--- src/rtl/prog_loader_pkg.sv ---
// Shared constants for the program loader: FSM state encodings and stream framing sizes.
package prog_loader_pkg;

    localparam logic [3:0] S_IDLE   = 4'd0;
    localparam logic [3:0] S_LEN_HI = 4'd1;
    localparam logic [3:0] S_LEN_LO = 4'd2;
    localparam logic [3:0] S_DAT_HI = 4'd3;
    localparam logic [3:0] S_DAT_LO = 4'd4;
    localparam logic [3:0] S_WRITE  = 4'd5;
    localparam logic [3:0] S_CHK    = 4'd6;
    localparam logic [3:0] S_DONE   = 4'd7;
    localparam logic [3:0] S_ERR    = 4'd8;

    localparam int LEN_BYTES = 2;
    localparam int CHK_BYTES = 1;

    // Total bytes on the wire for a load of the given word count.
    function automatic int stream_bytes(input logic [15:0] count);
        return LEN_BYTES + 2 * int'(count) + CHK_BYTES;
    endfunction

endpackage

--- src/rtl/loader_word_asm.sv ---
// Assembles big-endian byte pairs into a 16-bit word and keeps a running XOR of every accepted byte.
module loader_word_asm (
    input  logic        clk,
    input  logic        rst,
    input  logic [7:0]  data,
    input  logic        accept,
    input  logic        sel_hi,
    input  logic        clear,
    output logic [15:0] word,
    output logic [7:0]  xsum
);

    // NOTE: sequential state uses non-blocking assignments so every register samples pre-edge values.
    always_ff @(posedge clk) begin
        if (rst || clear) begin
            word <= '0;
            xsum <= '0;
        end else if (accept) begin
            if (sel_hi) word[15:8] <= data;
            else        word[7:0]  <= data;
            xsum <= xsum ^ data;
        end
    end

endmodule

--- src/rtl/prog_loader.sv ---
// Byte-stream program loader: count, big-endian words, XOR checksum; writes RAM from address 0 and holds the CPU until a good load.
module prog_loader
    import prog_loader_pkg::*;
#(
    parameter int ADDR_W = 16,
    parameter int DEPTH  = 4096
) (
    input  logic              clk,
    input  logic              rst,
    input  logic              start,
    input  logic              in_valid,
    input  logic [7:0]        in_data,
    output logic              in_ready,
    output logic [ADDR_W-1:0] mem_addr,
    output logic [15:0]       mem_data,
    output logic              mem_wren,
    output logic              cpu_hold,
    output logic              busy,
    output logic              done,
    output logic              err,
    output logic [15:0]       words_loaded
);

    logic [3:0]        state;
    logic [15:0]       count;
    logic [15:0]       len_next;
    logic [ADDR_W-1:0] idx;
    logic [ADDR_W-1:0] addr_q;
    logic [15:0]       data_q;
    logic [15:0]       word;
    logic [7:0]        xsum;
    logic [15:0]       next_words;
    logic              take;
    logic              rest;
    logic              clear;

    assign rest     = (state == S_IDLE) || (state == S_DONE) || (state == S_ERR);
    assign in_ready = (state == S_LEN_HI) || (state == S_LEN_LO) || (state == S_DAT_HI)
                   || (state == S_DAT_LO) || (state == S_CHK);
    assign take     = in_valid && in_ready;
    assign clear    = start && rest;
    assign busy     = !rest;
    assign cpu_hold = (state != S_DONE);
    assign done     = (state == S_DONE);
    assign err      = (state == S_ERR);
    assign mem_wren = (state == S_WRITE);

    // NOTE: the port shows the live index/word during WRITE and the captured copy afterwards, so the strobe lands the cycle after DAT_LO.
    assign mem_addr   = mem_wren ? idx  : addr_q;
    assign mem_data   = mem_wren ? word : data_q;
    assign next_words = words_loaded + 16'd1;
    assign len_next   = {count[15:8], in_data};

    loader_word_asm u_asm (
        .clk    (clk),
        .rst    (rst),
        .data   (in_data),
        .accept (take && ((state == S_DAT_HI) || (state == S_DAT_LO))),
        .sel_hi (state == S_DAT_HI),
        .clear  (clear),
        .word   (word),
        .xsum   (xsum)
    );

    always_ff @(posedge clk) begin
        if (rst) begin
            state        <= S_IDLE;
            count        <= '0;
            idx          <= '0;
            addr_q       <= '0;
            data_q       <= '0;
            words_loaded <= '0;
        end else begin
            case (state)
                S_IDLE, S_DONE, S_ERR: begin
                    if (start) begin
                        state        <= S_LEN_HI;
                        count        <= '0;
                        idx          <= '0;
                        words_loaded <= '0;
                    end
                end
                S_LEN_HI: begin
                    if (take) begin
                        count[15:8] <= in_data;
                        state       <= S_LEN_LO;
                    end
                end
                S_LEN_LO: begin
                    if (take) begin
                        count[7:0] <= in_data;
                        if (32'(len_next) > 32'(DEPTH)) state <= S_ERR;
                        else if (len_next == 16'd0)     state <= S_CHK;
                        else                            state <= S_DAT_HI;
                    end
                end
                S_DAT_HI: if (take) state <= S_DAT_LO;
                S_DAT_LO: if (take) state <= S_WRITE;
                S_WRITE: begin
                    idx          <= idx + ADDR_W'(1);
                    words_loaded <= next_words;
                    addr_q       <= idx;
                    data_q       <= word;
                    state        <= (next_words == count) ? S_CHK : S_DAT_HI;
                end
                S_CHK: begin
                    if (take) state <= (in_data == xsum) ? S_DONE : S_ERR;
                end
                default: state <= S_IDLE;
            endcase
        end
    end

endmodule

--- config.mk ---
export PLATFORM = sky130hd
export DESIGN_NAME = prog_loader
export DESIGN_NICKNAME = d
export VERILOG_FILES = /design/src/rtl/prog_loader_pkg.sv /design/src/rtl/loader_word_asm.sv /design/src/rtl/prog_loader.sv
export SDC_FILE = /design/constraint.sdc
export NUM_CORES = 1
export LEC_CHECK = 0
export ABC_AREA = 1
export BUFFER_PORTS_ARGS = -buffer_cell sky130_fd_sc_hd__buf_2
export CORE_ASPECT_RATIO = 1.75
export CORE_MARGIN = 2
export CORE_UTILIZATION = 56
export DETAILED_ROUTE_END_ITERATION = 7
export HOLD_SLACK_MARGIN = 0.02
export PLACE_DENSITY_LB_ADDON = 0.12
export SETUP_SLACK_MARGIN = 0.05
export SKIP_CTS_REPAIR_TIMING = 1
export SYNTH_ARGS = -nofsm -noshare
export SYNTH_HDL_FRONTEND = slang
export SYNTH_SLANG_ARGS = --single-unit
--- constraint.sdc ---
create_clock -name clk -period 2.9 [get_ports clk]
set_clock_uncertainty 0.1 [all_clocks]
set_input_delay 0.145 -clock clk [delete_from_list [all_inputs] [get_ports clk]]
set_output_delay 0.145 -clock clk [all_outputs]
set_load 0.05 [all_outputs]
# After elaboration in Yosys (flattened, before gate mapping)
# Cells that the tools add are included.
# Widths: inputs -> output; s select.
[totals]
wordCells = 75
regBits = 108
[op_classes]
muxes = 19
n_lt_le_gt_ge = 1
eq_ne = 17
bitwise = 2
reduce_logical = 24
add_sub_neg = 2
[ops]
columns = ["operator", "n"]
rows = [
  ["$pmux 16 s2", 2],
  ["$mux 16", 3],
  ["$add 16x1->16 const B", 2],
  ["$mux 4", 8],
  ["$pmux 8 s2", 2],
  ["$pmux 4 s7", 1],
  ["$eq 16x16->1", 1],
  ["$eq 4x3->1 const B", 4],
  ["$gt 16x13->1 const B", 1],
  ["$logic_not 16->1", 1],
  ["$ne 2x2->1 const B", 6],
  ["$eq 4x2->1 const B", 2],
  ["$eq 8x8->1", 1],
  ["$logic_or 1x1->1", 8],
  ["$mux 8", 1],
  ["$xor 8x8->8", 1],
  ["$mux 3", 2],
  ["$reduce_and 2->1", 3],
  ["$reduce_and 3->1", 2],
  ["$reduce_and 6->1", 1],
  ["$reduce_bool 2->1", 3],
  ["$eq 4x1->1 const B", 1],
  ["$eq 4x4->1 const B", 1],
  ["$logic_not 4->1", 1],
  ["5 further kinds", 7],
]

# Depth between registers and ports, before layout
# Gate-level depths: netlist of run 1.
[depth]
ltp_word = 8
ltp_mapped = 17

# Modules after synthesis
# Synthesis of run 1 repeated with hierarchy kept, for this count alone.
[hier_totals]
hier_cells = 801
hier_area_um2 = 5614.1
[by_module_without_submodules]
columns = ["module", "area_per_inst_um2", "seq_area_each_um2", "cells_each", "instances"]
rows = [
  ["prog_loader", 4580.6, 1681.6, 669, 1],
  ["loader_word_asm", 1033.5, 480.5, 132, 1],
]

# Least setup slack after synthesis of run 1
# No wires, ideal clock.
[synth_timing]
path_kind = "register -> register"
start = "register state[2]"
end = "register count[5]"
stages_incl_launch_ff = 13
period_less_slack_ns = 2.399
n_path_buf = 2
t_arrival_ns = 2.160
required_time_ns = 2.661
setup_time_ns = 0.139
slack_ns = 0.501
cell_sequence = "dfxtp_1 inv_2 nor2_2 inv_2 nor3_4 nor2_2 clkinv_2 o21bai_1 or2_1 buf_6 buf_8 a21oi_1 a211oi_2"
[synth_via]
elab_cells_between_ends = 19
cone_classes = "eq/ne: 9; mux: 1; reduce/logical: 9"
[synth_rtl]
columns = ["item", "line", "rtl"]
rows = [
  ["start, declared", "prog_loader.sv:24", "logic [3:0] state;"],
  ["start signal, assigned", "prog_loader.sv:104", "state <= (next_words == count) ? S_CHK : S_DAT_HI;"],
  ["start signal, assigned", "prog_loader.sv:107", "if (take) state <= (in_data == xsum) ? S_DONE : S_ERR;"],
  ["$eq 4x3->1 (*)", "n/a", ""],
  ["named net done", "prog_loader.sv:19", "output logic done,"],
  ["$reduce_or 3->1 (*)", "prog_loader.sv:74", "case (state)"],
  ["$ne 2x2->1 (no source line) or $reduce_bool 2->1 (tied branches)", "n/a", ""],
  ["$reduce_and 3->1 (no source line)", "n/a", ""],
  ["end signal, assigned", "prog_loader.sv:91", "count[7:0] <= in_data;"],
  ["end, declared", "prog_loader.sv:25", "logic [15:0] count;"],
]
# Mark *: on every way through the listed nets, which the timed path passes. The rest lies on a longest branch.
# A chain may end at the register's enable or synchronous reset.

# Worst setup path in the final report of run 1
[layout_timing]
start = "register state[3]"
end = "output port mem_addr[0]"
[layout_via]
elab_chain_len = 2
[layout_lines]
columns = ["item", "line", "rtl"]
rows = [
  ["$eq 4x3->1", "prog_loader.sv:46", "assign mem_wren = (state == S_WRITE);"],
  ["$mux 16", "n/a", ""],
  ["end, declared", "prog_loader.sv:14", "output logic [ADDR_W-1:0] mem_addr,"],
]
# No other way between the ends.

==> flow_summary.toml, run 1 <==
[job]
drv_cap = 0

[timing]
max_clock_freq_mhz = 416.4
period_minus_slack_ns = 2.402
tns_ns = 0
finalSetupViolations = 0
slew_headroom = 0.6102
tightest_slew_ns = 0.5808
rsz0062_at_grt = "false"
fin_crit_sh = 0.8281
finalHoldViolations = 0
finalMaxSlewViolations = 0

[route]
wire_per_inst_um = 14.21
drt_wl_total_um = 13720
drc = 0
dr_total_vias = 5256
drt_iter0_markers = 385
ant_nets = 0
dr.pass1.iters = 7
vias_per_cell = 5.447

[cells_and_area]
areaGrowthSynthToFinish_pct = 14.00
post-route-util = 0.6506
fin_area_um2 = 6083
post_route_cells_drive_above_1_share = 0.1720
num_antenna_cells = 0
stdcell_count = 965
finalNetCount = 852

[cts]
htree_levels = 3
clockBufferDepth = 2
clkTransAtPathRegs_ns = 0.07
cts_tree = "yes"
clock-sinks = 108
cts_buffers = 9
clock_latency_ns = 0.35
root_buffer = "clkbuf_16"

[worst_setup_path]
crit_type = "reg -> out"
crit_path_end_kind = "output port"
slowest_stage = "dfxtp_1"
critPathBufInv = 4
crit_family = "buffers and inverters"
crit_top_cell = "inv_1"
cp.arrival_ns = 2.16
worstReg2RegEnd = "count[1]$_SDFFE_PP0P_"
reg2reg_depth = 10
path_cells = "inv_1 > nand3_1 > nor2_4 > inv_1 > buf_4 > nor2_1 > a21oi_1 > buf_2"
critPathMaxFanout = 39
critPathMaxStageDelay_ns = 0.39
cp-start-kind = "register"
r2r_slack_ns = 0.59
critPathRequiredTime_ns = 2.65
reg2reg_from = "state[2]$_SDFFE_PP0P_"

[yosys]
synth_top_family_by_area = "simple AND/OR/NAND/NOR gates"
yosys.cell_types.count = 41
yosysSeqAreaShare = 0.4052
synthXorXnorAreaFrac = 0.02556
synthCells = 778
synth_top_area_cell = "dfxtp_1"
synthTopCellsByArea = "dfxtp_1 41%, nand2_1 13%, a21oi_1 6.8%"
syn-num-nets = 792
synth_top_cell_area_share = 0.4052
syn_area_per_cell_um2 = 6.859
muxShareOfSynthArea = 0
synthSimpleGateAreaFrac = 0.3193
ys_warn_count = 0
yosys_register_bits = 108
synth-adder-area-share = 0.004689
netlist_area_um2 = 5336
synth-compound-area-share = 0.1512

[min_path]
hold_path_startpoint = "in_data[0]"
min_path_type = "in -> reg"
worstHoldEndpoint = "u_asm.word[8]$_SDFFE_PP0P_"
hold_depth = 3

[floorplanning]
io_pins = 66
die_h_um = 133.1
rows = 47
die_x_um = 77.79
start_util = 0.5707
core_um2 = 9350
die-area_um2 = 10360

[placement]
dp_cells = 949
post-dp-hpwl_um = 9641
place_congestion = 0.9061
portBuffers = 65
place_area_um2 = 5774

[grt]
track_usage = 0.2717
first_global_vias = 4905
antenna_found_initial = 0
grt_pass1_wl_um = 22560
overflow = 0
grt_max_degree = 40

[power]
p_total_mw = 3.910
ir_drop_uv = 419.8
powerDensity_nw_per_um2 = 642.8
leakagePower_nw = 2.815

[outcome]
status = "complete, no violations"
==> power breakdown <==
part | total (mW) | leakage, nW | internal (mW) | switching [mW]
Sequential | 1.61 | 0.872 | 1.55 | 0.0523
Combinational | 1.03 | 1.80 | 0.282 | 0.749
Clock | 1.27 | 0.148 | 0.684 | 0.588
==> synthesized netlist by cell type <==
library cell	count
ha_1	2
o21bai_1	1
o21bai_2	1
nand2_1	178
nor4_1	3
inv_1	89
nor2_2	5
or2_2	26
nand3_1	52
a221oi_1	4
nand3_2	2
xnor3_1	1
or2_1	1
a211oi_1	3
nor3_1	5
a21oi_1	73
nand2_2	1
o21ai_1	1
o221ai_1	1
o211ai_1	3
buf_4	2
a211oi_2	5
buf_6	1
clkbuf_1	15
a22oi_1	1
buf_2	10
xnor2_1	3
nand4_1	10
a31oi_1	1
or3_1	1
xor2_1	10
nor2_4	3
nand3b_1	4
nor3_4	1
dfxtp_1	108
o21ai_0	49
nor2_1	95
clkinv_2	1
inv_2	4
o31ai_1	1
buf_8	1
==> tightest hold or removal path: stages <==
cell and delay [ns]:
buf_2 0.15, inv_1 0.08, a21oi_1 0.06
==> how the worst max path moves through the flow <==
stage	from	endpoint	slack, ns	cells after the start
6_report	state[3]$_SDFFE_PP0P_	mem_addr[0]	0.50	8
5_1_grt	words_loaded[1]$_SDFFE_PP0P_	state[0]$_SDFFE_PP0P_	0.28	16
4_1_cts	state[3]$_SDFFE_PP0P_	mem_addr[5]	0.52	8
3_5_place_dp	state[2]$_SDFFE_PP0P_	count[0]$_SDFFE_PP0P_	0.66	11
3_3_place_gp	state[2]$_SDFFE_PP0P_	count[2]$_SDFFE_PP0P_	0.72	11
2_1_floorplan	state[2]$_SDFFE_PP0P_	count[5]$_SDFFE_PP0P_	0.50	12
==> layout make-up <==
type	count	area, um^2
Fill cell	848	3267
Multi-Input combinational cell	547	2683
Sequential cell	108	2162
Timing Repair Buffer	78	422.9
Inverter	94	354.1
Clock buffer	9	225.2
Tap cell	122	152.6
Clock inverter	7	83.83
==> stage by stage <==
stage               hold slack, ns  worst slack [ns]
CTS                        0.01138            0.5190
global route               0.02111            0.2833
detailed placement          0.3603            0.6609
global placement            0.3504            0.7187
finish                     0.02628            0.4984
floorplan                   0.1799            0.5006
==> routing by layer <==
metal / track usage / up-vias / part of all wire
met4: 0.1438 / 0 / 0.038
met1: 0.3034 / 2444 / 0.40
li1: - / 2619 / -
met2: 0.4861 / 155 / 0.52
met5: 0 / - / 0
met3: 0.04336 / 38 / 0.042
==> registers in the layout, indices dropped and copies added, names as in the netlist <==
signal and flops:
addr_q 16, data_q 16, words_loaded 16, state 4, idx 16, count 16
u_asm.word 16, u_asm.xsum 8
==> kinds of logic after synthesis <==
kind of cell / count (synthesis)
flops: 108
buf+inv: 123
simple gates: 387
compound gates: 144
xor+xnor: 14
fa+ha+maj: 2
==> layout by cell type, fill, tap and decap left out, types with 13 or more instances in the layout <==
cell / synthesis / layout
buf_2: 10 / 65
dfxtp_1: 108 / 108
a21oi_1: 73 / 73
o21ai_0: 49 / 49
or2_2: 26 / 26
buf_4: 2 / 13
nor2_1: 95 / 93
nand3_1: 52 / 52
inv_1: 89 / 89
nand2_1: 178 / 178
Power figures use the tool's default switching activity.
==> inputs of run 2 (changes only) <==
--- a/config.mk
+++ b/config.mk
@@ -5,7 +5,7 @@
 export SDC_FILE = /design/constraint.sdc
 export NUM_CORES = 1
 export LEC_CHECK = 0
-export ABC_AREA = 1
+export ABC_AREA = 0
 export BUFFER_PORTS_ARGS = -buffer_cell sky130_fd_sc_hd__buf_2
 export CORE_ASPECT_RATIO = 1.75
 export CORE_MARGIN = 2
==> constraint.sdc (replaced) <==
create_clock -name clk -period 2.3 [get_ports clk]
set_clock_uncertainty 0.1 [all_clocks]
set_input_delay 0.115 -clock clk [delete_from_list [all_inputs] [get_ports clk]]
set_output_delay 0.115 -clock clk [all_outputs]
set_load 0.05 [all_outputs]
==> flow_summary.toml, run 2 <==
[outcome]
status = "finished with violations"
violations = "negative setup slack"

[placement]
place_congestion = 0.9102
post-dp-hpwl_um = 10870
place_area_um2 = 6226
portBuffers = 65
dp_slack_ns = -0.2899
dp_cells = 911

[cells_and_area]
post-route-util = 0.7138
final_cell_mix = "155 x nand2_1, 94 x dfxtp_1, 84 x a21oi_1"
fin_area_um2 = 6716
fill_cells = 795
post_route_cells_drive_above_1_share = 0.2407
final_common_cell = "nand2_1"
finalNetCount = 819
stdcell_count = 932
areaGrowthSynthToFinish_pct = 24.69
num_antenna_cells = 0

[timing]
slew_headroom = 0.5920
fin_crit_sh = 1.105
finalMaxSlewViolations = 0
finalSetupViolations = 1
finalHoldViolations = 0
setup_slack_ns = -0.2418
period_minus_slack_ns = 2.542
tns_ns = -0.2418
max_clock_freq_mhz = 393.4
holdWs_ns = 0.01923
rsz0062_at_grt = "true"
tightest_slew_ns = 0.6041

[worst_setup_path]
worstReg2RegEnd = "state[2]$_SDFFE_PP0P_"
critPathMaxFanout = 4
crit_path_end_kind = "register"
reg2reg_depth = 8
r2r_slack_ns = -0.24
reg2reg_from = "words_loaded[0]$_SDFFE_PP0P_"
critPathRequiredTime_ns = 2.47
cp-start-kind = "register"
crit_type = "reg -> reg"
cp.arrival_ns = 2.72

[yosys]
syn_area_per_cell_um2 = 7.565
synth_top_cells_by_count = "156 x nand2_1, 108 x dfxtp_1, 84 x a21oi_1"
synth.most_common_cell = "nand2_1"
yosys.cell_types.count = 64
synthSimpleGateAreaFrac = 0.2846
synth_edf_count = 0
ys_warn_count = 0
synth_top_area_cell = "dfxtp_1"
yosysSeqAreaShare = 0.4014
synthXorXnorAreaFrac = 0.06504
muxShareOfSynthArea = 0.02091
synth-compound-area-share = 0.1749
synth-adder-area-share = 0.004646
netlist_area_um2 = 5386
syn-num-nets = 726
synthCells = 712
synthArstFlopShare = 0
synthTopCellsByArea = "dfxtp_1 40%, nand2_1 11%, a21oi_1 7.8%"
ys.flop_type = "dfxtp_1"
synth_top_family_by_area = "simple AND/OR/NAND/NOR gates"
synth_top_cell_area_share = 0.4014
yosys_register_bits = 108

[route]
wire_per_inst_um = 16.67
ant_nets = 0
drt_iter0_markers = 339
dr_total_vias = 5488
vias_per_cell = 5.888
drc = 0
dr.pass1.iters = 5
drt_wl_total_um = 15540

[power]
clockPowerShare = 0.399
p_int_mw = 2.944
p_sw_frac = 0.2847
powerDensity_nw_per_um2 = 612.8
leakagePower_nw = 2.803
p_total_mw = 4.116
comb_power_share = 0.138
switchingPower_mw = 1.172
ir_drop_uv = 597.5
p_seq_frac = 0.463

[floorplanning]
core_um2 = 9409
start_util = 0.5725
die_x_um = 78.14
io_pins = 66
rows = 47
die-area_um2 = 10450
die_h_um = 133.7

[min_path]
worstHoldEndpoint = "u_asm.word[3]$_SDFFE_PP0P_"
min_path_type = "in -> reg"
hold_path_startpoint = "in_data[3]"
hold_depth = 3

[grt]
grt_pass1_wl_um = 24680
first_global_vias = 5165
grt_max_degree = 38
antenna_found_initial = 0
track_usage = 0.2938
overflow = 0

[cts]
cts_tree = "yes"
cts_buffers = 9
clockBufferDepth = 2
root_buffer = "clkbuf_16"
htree_levels = 3
clock-sinks = 108
clkTransAtPathRegs_ns = 0.08
clock_latency_ns = 0.35

[job]
drv_cap = 0
run 2: how the worst max path moves through the flow:
stage / startpoint / to / slack, ns
after floorplan: words_loaded[2]$_SDFFE_PP0P_ / state[2]$_SDFFE_PP0P_ / -0.52
after global placement: words_loaded[0]$_SDFFE_PP0P_ / state[2]$_SDFFE_PP0P_ / -0.25
after detailed placement: words_loaded[0]$_SDFFE_PP0P_ / state[2]$_SDFFE_PP0P_ / -0.29
after CTS: words_loaded[0]$_SDFFE_PP0P_ / state[2]$_SDFFE_PP0P_ / -0.34
after global routing: words_loaded[0]$_SDFFE_PP0P_ / state[2]$_SDFFE_PP0P_ / -0.31
final: words_loaded[0]$_SDFFE_PP0P_ / state[2]$_SDFFE_PP0P_ / -0.24
run 2: worst max-delay path, cell delays in order (launching register included):
cell       delay (ns)
dfxtp_4          0.38
ha_4             0.16
nand3_2          0.10
buf_4            0.15
or3_1            0.33
o21a_1           0.22
a2111oi_4        0.34
or4b_4           0.51
a211oi_2         0.17
run 2: area by class of cell:
type	count	area (um^2)	area share
Clock buffer	9	225.2	0.03353
Clock inverter	7	88.84	0.01323
Inverter	5	22.52	0.003353
Multi-Input combinational cell	539	3033	0.4516
Sequential cell	108	2197	0.3271
Tap cell	122	152.6	0.02273
Timing Repair Buffer	142	997.2	0.1485
run 2: logic make-up after synthesis:
family	after synthesis
XOR/XNOR	40
AO/OA/AOI/OAI	157
adder cells (fa/ha/maj)	2
multiplexers	11
flip-flops	108
buffers and inverters	65
AND/OR/NAND/NOR	329
run 2: routing by layer:
layer | part of all wire | track usage | up-vias | routed length (um)
li1 | - | - | 2653 | -
met1 | 0.39 | 0.3379 | 2610 | 6024
met2 | 0.54 | 0.5412 | 195 | 8434
met3 | 0.047 | 0.03320 | 30 | 728
met4 | 0.023 | 0.1228 | 0 | 352
met5 | 0 | 0 | - | 0
run 2: power by group through the flow:
stage	combinational, mW	clock (mW)	sequential (mW)
global placement	0.539	0	1.95
floorplan	0.366	0	1.94
finish	0.568	1.64	1.90
CTS	0.555	1.66	1.90
detailed placement	0.546	0	1.95
global route	0.620	1.73	1.91
